File: src/rtl/mdu_pkg.sv
// rtl/mdu_pkg.sv - shared decode constants and enums for the HI/LO multiply/divide unit
package mdu_pkg;

    localparam logic [5:0] OP_SPECIAL = 6'b000000;

    localparam logic [5:0] FN_MFHI  = 6'b010000;
    localparam logic [5:0] FN_MTHI  = 6'b010001;
    localparam logic [5:0] FN_MFLO  = 6'b010010;
    localparam logic [5:0] FN_MTLO  = 6'b010011;
    localparam logic [5:0] FN_MULT  = 6'b011000;
    localparam logic [5:0] FN_MULTU = 6'b011001;
    localparam logic [5:0] FN_DIV   = 6'b011010;
    localparam logic [5:0] FN_DIVU  = 6'b011011;

    typedef enum logic [1:0] {
        ST_IDLE,
        ST_MUL,
        ST_DIV,
        ST_FIX
    } mdu_state_e;

    // Encoding matches funct[1:0] of the mul/div group.
    typedef enum logic [1:0] {
        K_MULT,
        K_MULTU,
        K_DIV,
        K_DIVU
    } mdu_kind_e;

    function automatic logic is_hilo(input logic [31:0] instr);
        return (instr[31:26] == OP_SPECIAL) &&
               ((instr[5:2] == 4'b0110) || (instr[5:2] == 4'b0100));
    endfunction

endpackage

File: src/rtl/mdu_iter_step.sv
// rtl/mdu_iter_step.sv - one shift-add multiply step and one restoring divide step
module mdu_iter_step #(
    parameter int WIDTH = 32
) (
    input  logic [2*WIDTH-1:0] acc_i,
    input  logic [WIDTH-1:0]   opnd_i,
    output logic [2*WIDTH-1:0] mul_acc_o,
    output logic [2*WIDTH-1:0] div_acc_o
);

    logic [WIDTH:0] sum;
    logic [WIDTH:0] rem_sh;
    logic [WIDTH:0] diff;

    // Multiply: acc = {partial product, remaining multiplier bits}.
    // Divide:   acc = {partial remainder, dividend bits shifting into quotient}.
    always_comb begin
        sum       = {1'b0, acc_i[2*WIDTH-1:WIDTH]} + (acc_i[0] ? {1'b0, opnd_i} : '0);
        mul_acc_o = {sum, acc_i[WIDTH-1:1]};

        rem_sh = {acc_i[2*WIDTH-1:WIDTH], acc_i[WIDTH-1]};
        diff   = rem_sh - {1'b0, opnd_i};
        if (diff[WIDTH]) begin
            div_acc_o = {rem_sh[WIDTH-1:0], acc_i[WIDTH-2:0], 1'b0};
        end else begin
            div_acc_o = {diff[WIDTH-1:0], acc_i[WIDTH-2:0], 1'b1};
        end
    end

endmodule

File: src/rtl/mul_div_unit.sv
// rtl/mul_div_unit.sv - iterative multiply/divide unit owning the HI/LO registers
module mul_div_unit
    import mdu_pkg::*;
#(
    parameter int WIDTH = 32,
    parameter int CNT_W = $clog2(WIDTH)
) (
    input  logic             clk,
    input  logic             rst_n,
    input  logic             issue,
    input  logic             flush,
    input  logic [31:0]      instr,
    input  logic [WIDTH-1:0] rs_data,
    input  logic [WIDTH-1:0] rt_data,
    output logic             stall,
    output logic             busy,
    output logic             done,
    output logic [WIDTH-1:0] result,
    output logic [4:0]       result_reg_addr,
    output logic [WIDTH-1:0] hi,
    output logic [WIDTH-1:0] lo
);

    mdu_state_e         state_q, state_d;
    mdu_kind_e          kind_q, kind_d;
    logic [CNT_W-1:0]   cnt_q, cnt_d;
    logic [2*WIDTH-1:0] acc_q, acc_d, mul_acc, div_acc, prod_fix;
    logic [WIDTH-1:0]   opnd_q, opnd_d, hi_q, hi_d, lo_q, lo_d;
    logic [WIDTH-1:0]   a_mag, b_mag;
    logic               q_neg_q, q_neg_d, r_neg_q, r_neg_d, done_q, done_d;
    logic [5:0]         funct;
    logic               hilo, accept, signed_op, a_neg, b_neg;
    logic               unused_instr_bits;

    assign funct             = instr[5:0];
    assign hilo              = is_hilo(instr);
    assign unused_instr_bits = ^{instr[25:16], instr[10:6]};

    assign busy   = (state_q != ST_IDLE);
    assign stall  = issue & hilo & busy;
    assign accept = issue & hilo & ~busy & ~flush;

    assign signed_op = ~funct[0];
    assign a_neg     = signed_op & rs_data[WIDTH-1];
    assign b_neg     = signed_op & rt_data[WIDTH-1];
    assign a_mag     = a_neg ? -rs_data : rs_data;
    assign b_mag     = b_neg ? -rt_data : rt_data;
    assign prod_fix  = q_neg_q ? -acc_q : acc_q;

    assign hi   = hi_q;
    assign lo   = lo_q;
    assign done = done_q;

    mdu_iter_step #(.WIDTH(WIDTH)) u_step (
        .acc_i     (acc_q),
        .opnd_i    (opnd_q),
        .mul_acc_o (mul_acc),
        .div_acc_o (div_acc)
    );

    always_comb begin
        result          = '0;
        result_reg_addr = '0;
        if (accept && funct == FN_MFHI) begin
            result          = hi_q;
            result_reg_addr = instr[15:11];
        end else if (accept && funct == FN_MFLO) begin
            result          = lo_q;
            result_reg_addr = instr[15:11];
        end
    end

    always_comb begin
        state_d = state_q;
        kind_d  = kind_q;
        cnt_d   = cnt_q;
        acc_d   = acc_q;
        opnd_d  = opnd_q;
        q_neg_d = q_neg_q;
        r_neg_d = r_neg_q;
        hi_d    = hi_q;
        lo_d    = lo_q;
        done_d  = 1'b0;
        case (state_q)
            ST_IDLE: begin
                if (accept) begin
                    case (funct)
                        FN_MTHI: hi_d = rs_data;
                        FN_MTLO: lo_d = rs_data;
                        FN_MULT, FN_MULTU, FN_DIV, FN_DIVU: begin
                            kind_d  = mdu_kind_e'(funct[1:0]);
                            state_d = funct[1] ? ST_DIV : ST_MUL;
                            cnt_d   = CNT_W'(WIDTH - 1);
                            acc_d   = {{WIDTH{1'b0}}, a_mag};
                            opnd_d  = b_mag;
                            // A zero divisor keeps the all-ones quotient unsigned-looking.
                            q_neg_d = (a_neg ^ b_neg) & (funct[1] ? |rt_data : 1'b1);
                            r_neg_d = a_neg;
                        end
                        default: ;
                    endcase
                end
            end
            ST_MUL, ST_DIV: begin
                acc_d = (state_q == ST_MUL) ? mul_acc : div_acc;
                if (cnt_q == '0) begin
                    state_d = ST_FIX;
                end else begin
                    cnt_d = cnt_q - 1'b1;
                end
            end
            ST_FIX: begin
                if (kind_q == K_MULT || kind_q == K_MULTU) begin
                    {hi_d, lo_d} = prod_fix;
                end else begin
                    lo_d = q_neg_q ? -acc_q[WIDTH-1:0] : acc_q[WIDTH-1:0];
                    hi_d = r_neg_q ? -acc_q[2*WIDTH-1:WIDTH] : acc_q[2*WIDTH-1:WIDTH];
                end
                done_d  = 1'b1;
                state_d = ST_IDLE;
            end
            default: state_d = ST_IDLE;
        endcase
        if (flush) begin
            state_d = ST_IDLE;
            hi_d    = hi_q;
            lo_d    = lo_q;
            done_d  = 1'b0;
        end
    end

    always_ff @(posedge clk or negedge rst_n) begin
        if (!rst_n) begin
            state_q <= ST_IDLE;
            kind_q  <= K_MULT;
            cnt_q   <= '0;
            acc_q   <= '0;
            opnd_q  <= '0;
            q_neg_q <= 1'b0;
            r_neg_q <= 1'b0;
            hi_q    <= '0;
            lo_q    <= '0;
            done_q  <= 1'b0;
        end else begin
            state_q <= state_d;
            kind_q  <= kind_d;
            cnt_q   <= cnt_d;
            acc_q   <= acc_d;
            opnd_q  <= opnd_d;
            q_neg_q <= q_neg_d;
            r_neg_q <= r_neg_d;
            hi_q    <= hi_d;
            lo_q    <= lo_d;
            done_q  <= done_d;
        end
    end

endmodule

File: config.mk
export PLATFORM = sky130hd
export DESIGN_NAME = mul_div_unit
export DESIGN_NICKNAME = d
export VERILOG_FILES = /design/src/rtl/mdu_pkg.sv /design/src/rtl/mdu_iter_step.sv /design/src/rtl/mul_div_unit.sv
export SDC_FILE = /design/constraint.sdc
export NUM_CORES = 1
export LEC_CHECK = 0
export ABC_AREA = 1
export CAP_MARGIN = 10
export CORE_MARGIN = 2
export CORE_UTILIZATION = 35
export DETAILED_ROUTE_END_ITERATION = 8
export SLEW_MARGIN = 20
export SYNTH_ARGS = -nofsm -noshare
export SYNTH_HDL_FRONTEND = slang
export SYNTH_HIERARCHICAL = 1
export SYNTH_SLANG_ARGS = --single-unit
File: constraint.sdc
create_clock -name clk -period 3.37 [get_ports clk]
set_input_delay 0.674 -clock clk [delete_from_list [all_inputs] [get_ports clk]]
set_output_delay 0.674 -clock clk [all_outputs]
set_load 0.03 [all_outputs]
### Word level (Yosys, flattened, before mapping)

Index checks and enable logic that the tools add are counted.

| operators by class | value |
|---|---|
| multipliers | 0 |
| bitwise operators | 11 |
| multiplexer cells | 36 |
| $lt $le $gt $ge | 0 |
| add/subtract/negate cells | 8 |
| equality and inequality tests | 22 |
| shift operators | 0 |
| divide/modulo/power cells | 0 |
| reduce and logical (&&, ||, !) cells | 21 |

Operators by type and width:

| kind | number |
|---|---|
| 32-bit two-way mux | 13 |
| 64-bit two-way mux | 5 |
| 32-bit negator | 4 |
| 32-bit one-hot mux with 2 select lines | 2 |
| 64-bit one-hot mux with 2 select lines | 1 |
| 64-bit negator | 1 |
| 6-bit by 5-bit == test with 1-bit output, second input constant | 8 |
| 32-bit by 33-bit adder with 33-bit output | 1 |
| 33-bit by 32-bit subtractor with 33-bit output | 1 |
| 32-bit OR reduction | 1 |
| 5-bit two-way mux | 5 |
| 4-bit AND reduction | 3 |
| 2-bit two-way mux | 5 |
| 5-bit one-hot mux with 2 select lines | 1 |
| 3-bit AND reduction | 3 |
| 4-bit by 3-bit == test with 1-bit output, second input constant | 2 |
| 1-bit bitwise AND | 7 |
| 6-bit zero test | 1 |
| 2-bit by 1-bit inequality test with 1-bit output, second input constant | 3 |
| 3-bit inequality test, second input constant | 2 |
| 2-bit one-hot mux with 3 select lines | 1 |
| 2-bit nonzero test | 3 |
| 5-bit zero test | 1 |
| 5-bit by 1-bit subtractor with 5-bit output, second input constant | 1 |
| other kinds (12) | 23 |

| word-level totals | value |
|---|---|
| ROM bits | 0 |
| output and inout port bits | 104 |
| memories | 0 |
| latch bits | 0 |
| word-level logic and storage cells | 108 |
| register bits after elaboration | 172 |
| input bits | 100 |
| bits in writable memories | 0 |

### Depth between registers and ports, before layout

| depth | value |
|---|---|
| word-level depth | 9 |
| mapped depth | 19 |
| depth with buffers taken out | 18 |

### Modules after synthesis

The synthesis kept the hierarchy.

By module, submodules not included:

| module | times used | area an instance (µm²) | cells an instance | sequential area each (µm²) |
|---|---|---|---|---|
| mul_div_unit | 1 | 13210.2 | 2117 | 4279.1 |
| mdu_iter_step | 1 | 5756.8 | 1155 | 0.0 |

### Worst setup path before layout

No wires, ideal clock.

| timing path | value |
|---|---|
| path type | flip-flop to output port |
| start | register state_q[0] |
| end | output result[0] |
| data arrival time | 2.150 ns |
| required time | 2.696 ns |
| path buffers | 0 |
| cell stages (with the launch flop) | 11 |
| setup slack | 0.546 ns |
| cells stage by stage | dfrtp_1 > inv_1 > ha_1 > inv_2 > nor2_4 > inv_2 > nor3_2 > nand2_2 > inv_2 > nand2_2 > o21ai_0 |

| between the ends | value |
|---|---|
| cells in the longest elaborated chain, start to end | 7 |

RTL lines:

| element | line | source |
|---|---|---|
| start: declaration | mul_div_unit.sv:24 | `mdu_state_e state_q, state_d;` |
| start signal: assignment | mul_div_unit.sv:145 | `state_q <= state_d;` |
| 2-bit nonzero test * | mul_div_unit.sv:39 | `assign busy = (state_q != ST_IDLE);` |
| via busy | mul_div_unit.sv:16 | `output logic busy,` |
| 1-bit NOT * | mul_div_unit.sv:41 | `assign accept = issue & hilo & ~busy & ~flush;` |
| 1-bit bitwise AND * (2 in series) | mul_div_unit.sv:41 |  |
| 1-bit logical AND | mul_div_unit.sv:67 | `end else if (accept && funct == FN_MFLO) begin` |
| 32-bit two-way mux | mul_div_unit.sv:67 |  |
| 32-bit two-way mux * | mul_div_unit.sv:64 | `if (accept && funct == FN_MFHI) begin` |
| end: declaration | mul_div_unit.sv:18 | `output logic [WIDTH-1:0] result,` |

The timed path passes the listed nets; every way through them passes the cells marked *.

### Worst setup path after layout

| timing path | value |
|---|---|
| start | register state_q[0] |
| end | output result[15] |

| between the ends | value |
|---|---|
| cells in the longest elaborated chain, start to end | 7 |

RTL lines:

| element | line |
|---|---|
| 2-bit nonzero test * | mul_div_unit.sv:39 |
| 1-bit NOT * | mul_div_unit.sv:41 |
| 1-bit bitwise AND * (2 in series) | mul_div_unit.sv:41 |
| 1-bit logical AND | mul_div_unit.sv:67 |
| 32-bit two-way mux | mul_div_unit.sv:67 |
| 32-bit two-way mux * | mul_div_unit.sv:64 |

Every way passes the cells marked *; elsewhere a longest branch is shown, timed or not.

==> metrics.yaml <==
internal_power_mw: 7.85
synth-edff-count: 0
critPathMaxStageDelay_ps: 430
avgViaCountPerCell: 5.22
path_clk_slew_ps: 90
end_kind: "primary output"
syn_area_per_cell_um2: 5.80
root_buffer: "clkbuf_16"
final_layout_size_suffix_gt1_share_pct: 6.24
seq_area_frac_synth_pct: 22.6
io_pins: 204
finalSetupTns_ps: 0
maxSlewViolCount: 0
rr_endpoint: "acc_q[62]"
pwr-share-comb_pct: 68.7
synth_seq_cells: 171
rsz0062_at_grt: "false"
drt-initial-drc-count: 2157
synthCells: 3272
arrival_ps: 2510
met2_usage_pct: 39.7
synth_top_cell_by_area: "dfrtp_1"
r2r_start: "acc_q[0]"
worstRegToRegCells: 17
grt_pass1_wl_mm: 115
gr-usage-all-layers_pct: 27.0
synth.cell_area_mm2: 0.0190
status: "completed"
synth_most_common_cell: "nand2_1"
cts_buffers: 17
powerDensity_mw_per_mm2: 852
die_area_mm2: 0.0561
grt_pass1_vias: 19100
path_class: "reg2out"
drc: 0
cts_buffer_depth: 2
rows: 85
wl_mm: 76.6
fin_util_pct: 40.8
wl_per_cell_um: 18.7
final_hold_viol_count: 0
path_cells: "inv_1 -> ha_2 -> inv_2 -> nor2_4 -> inv_2 -> nor3_2 -> nand2_2 -> clkinv_4 -> nand2_4 -> clkbuf_16 -> o22ai_1 -> buf_4"
vias: 21300
first_pass_iters: 7
crit_path_start_kind: "flop"
p_seq_share_pct: 19.9
p_total_mw: 18.7
placed_cell_area_mm2: 0.0212
die_y_um: 237
ys.flop_type: "dfrtp_1"
port_buffers: 188
cp-startpoint: "state_q[0]"
die_x_um: 237
antenna_found_initial: 0
postLayoutCellArea_mm2: 0.0219
gr-total-overflow: 0
synth-async-reset-ratio_pct: 100
hold_class: "in2async"
grt_max_degree: 94
max-slew-margin-rel_pct: 48.5
fmax_mhz: 314
yosysWarnings: 6
timing.final.crit_share_pct: 94.4
skew_ps: 14.1
r2r_slack_ps: 250
peakVddDrop_v: 0.000777
worst_slew_pin_slew_ps: 765
cap_violations: 0
synth_top_area_share_pct: 22.6
grt_util_met1_pct: 39.6
leakage_nw: 11.6
syn_nets: 3448
antenna_left: 0
worstSkewPairLatency_ps: 510
fin_crit_ps: 3180
synth.distinct_cells: 53
critPathRequiredTime_ps: 2700
p_sw_share_pct: 58.0
diodes: 0
fillCellCount: 5957
coreArea_mm2: 0.0537
critPathSlowestCell: "dfrtp_1"
use_met3_pct: 5.06
ctsHtreeMaxLevel: 4
synth_common_cells: "937 x nand2_1, 519 x nor2_1, 444 x inv_1, 283 x nand3_1, 187 x o21ai_0"
clockPowerShare_pct: 11.4
top_usage_layer: "met2"
dp_hpwl_mm: 62.7
finalSetupViolCount: 0
tritoncts: "yes"
area_growth_syn_to_layout_pct: 15.6
initial_core_util_pct: 35.3
crit_end: "result[15]"
crit_fanout: 5
cp_common_cell: "inv_2"
globalplace.congestion: 1.01
cts.sinks: 171
switchingPower_mw: 10.8
yosys-top-cells-area: "dfrtp_1 23%, nand2_1 19%, nor2_1 10%, inv_1 8.8%, nand3_1 7.5%"
layout.nets: 3558
-- what timing repair did --
action	in CTS	in global routing
hold endpoints to repair	0	0
hold buffers	0	0
resized for setup	0	11
endpoints found under the setup margin	0	21
setup buffers	0	0
-- layer usage --
metal	wire length (µm)	up-vias
li1	-	10600
met1	35100	9720
met2	32200	916
met3	7120	113
met4	2100	0
met5	0	-
-- flip-flops by register name, indices dropped and copies added (netlist names) --
signal,flops
kind_q,1
q_neg_q,1
lo,32
cnt_q,5
r_neg_q,1
hi,32
done,1
opnd_q,32
state_q,2
acc_q,64
-- placed cells by master, fill, tap and decap left out, drive strengths merged, types with 36 or more instances in the layout --
cell           Yosys  routed
nand2            953     953
inv              452     460
a21oi            126     126
o21ai            210     210
buf              117     104
nor2             529     529
o211ai            36      36
nand3            286     286
ha                74      74
clkdlybuf4s50      0     150
dfrtp            171     171
xor2              55      55
-- how the worst min path moves through the flow --
stage / startpoint / endpoint / slack (ps)
2_1_floorplan: rst_n / acc_q[0] / 380
3_3_place_gp: cnt_q[0] / cnt_q[0] / 470
3_5_place_dp: cnt_q[0] / cnt_q[0] / 470
4_1_cts: rst_n / hi[8] / 90
5_1_grt: rst_n / lo[8] / 110
6_report: rst_n / hi[8] / 110
-- logic make-up (layout without fill, tap and decap cells) --
group | count (synthesis) | count (layout) | share of synthesized area, %
and+or+nand+nor | 1856 | 1856 | 40.5
DFF | 171 | 171 | 22.6
buffers and inverters | 619 | 742 | 14.2
xor gates and xnor gates | 62 | 62 | 2.86
AOI/OAI and AO/OA | 488 | 488 | 14.8
adders and majority gates | 76 | 76 | 5.09
-- cell type report --
cell class	instances	area (µm²)	share of cell area [%]
tap	696	871	3.97
timing repair buffer	256	2410	11.0
inverter	454	1710	7.79
clock inverter	15	201	0.918
clock buffer	17	425	1.94
multi-input combinational	2482	12000	54.9
sequential	171	4280	19.5
-- power groups by stage --
stage,Combinational [mW],Sequential [mW],Clock (mW)
floorplan,8.68,4.03,0
global placement,12.6,3.69,0
detailed placement,12.6,3.70,0
CTS,12.6,3.66,2.18
global route,14.1,3.78,2.26
finish,12.8,3.71,2.14
-- critical path: cells and delay by family, from the launching register on --
family          cells  cell delay (ps)
buf+inv             6              750
fa+ha+maj           1              200
compound gates      1              160
simple gates        4              460
flops               1              430
-- metrics by stage --
step / setup slack, ps / instances / hold slack (ps)
floorplan: 546 / 3272 / 378
CTS: 46.1 / 4089 / 87.0
detailed placement: 110 / 4057 / 469
global placement: 135 / 4057 / 468
global route: 17.2 / 4091 / 114
finish: 188 / 4091 / 110
(Power assumes the default switching activity.)
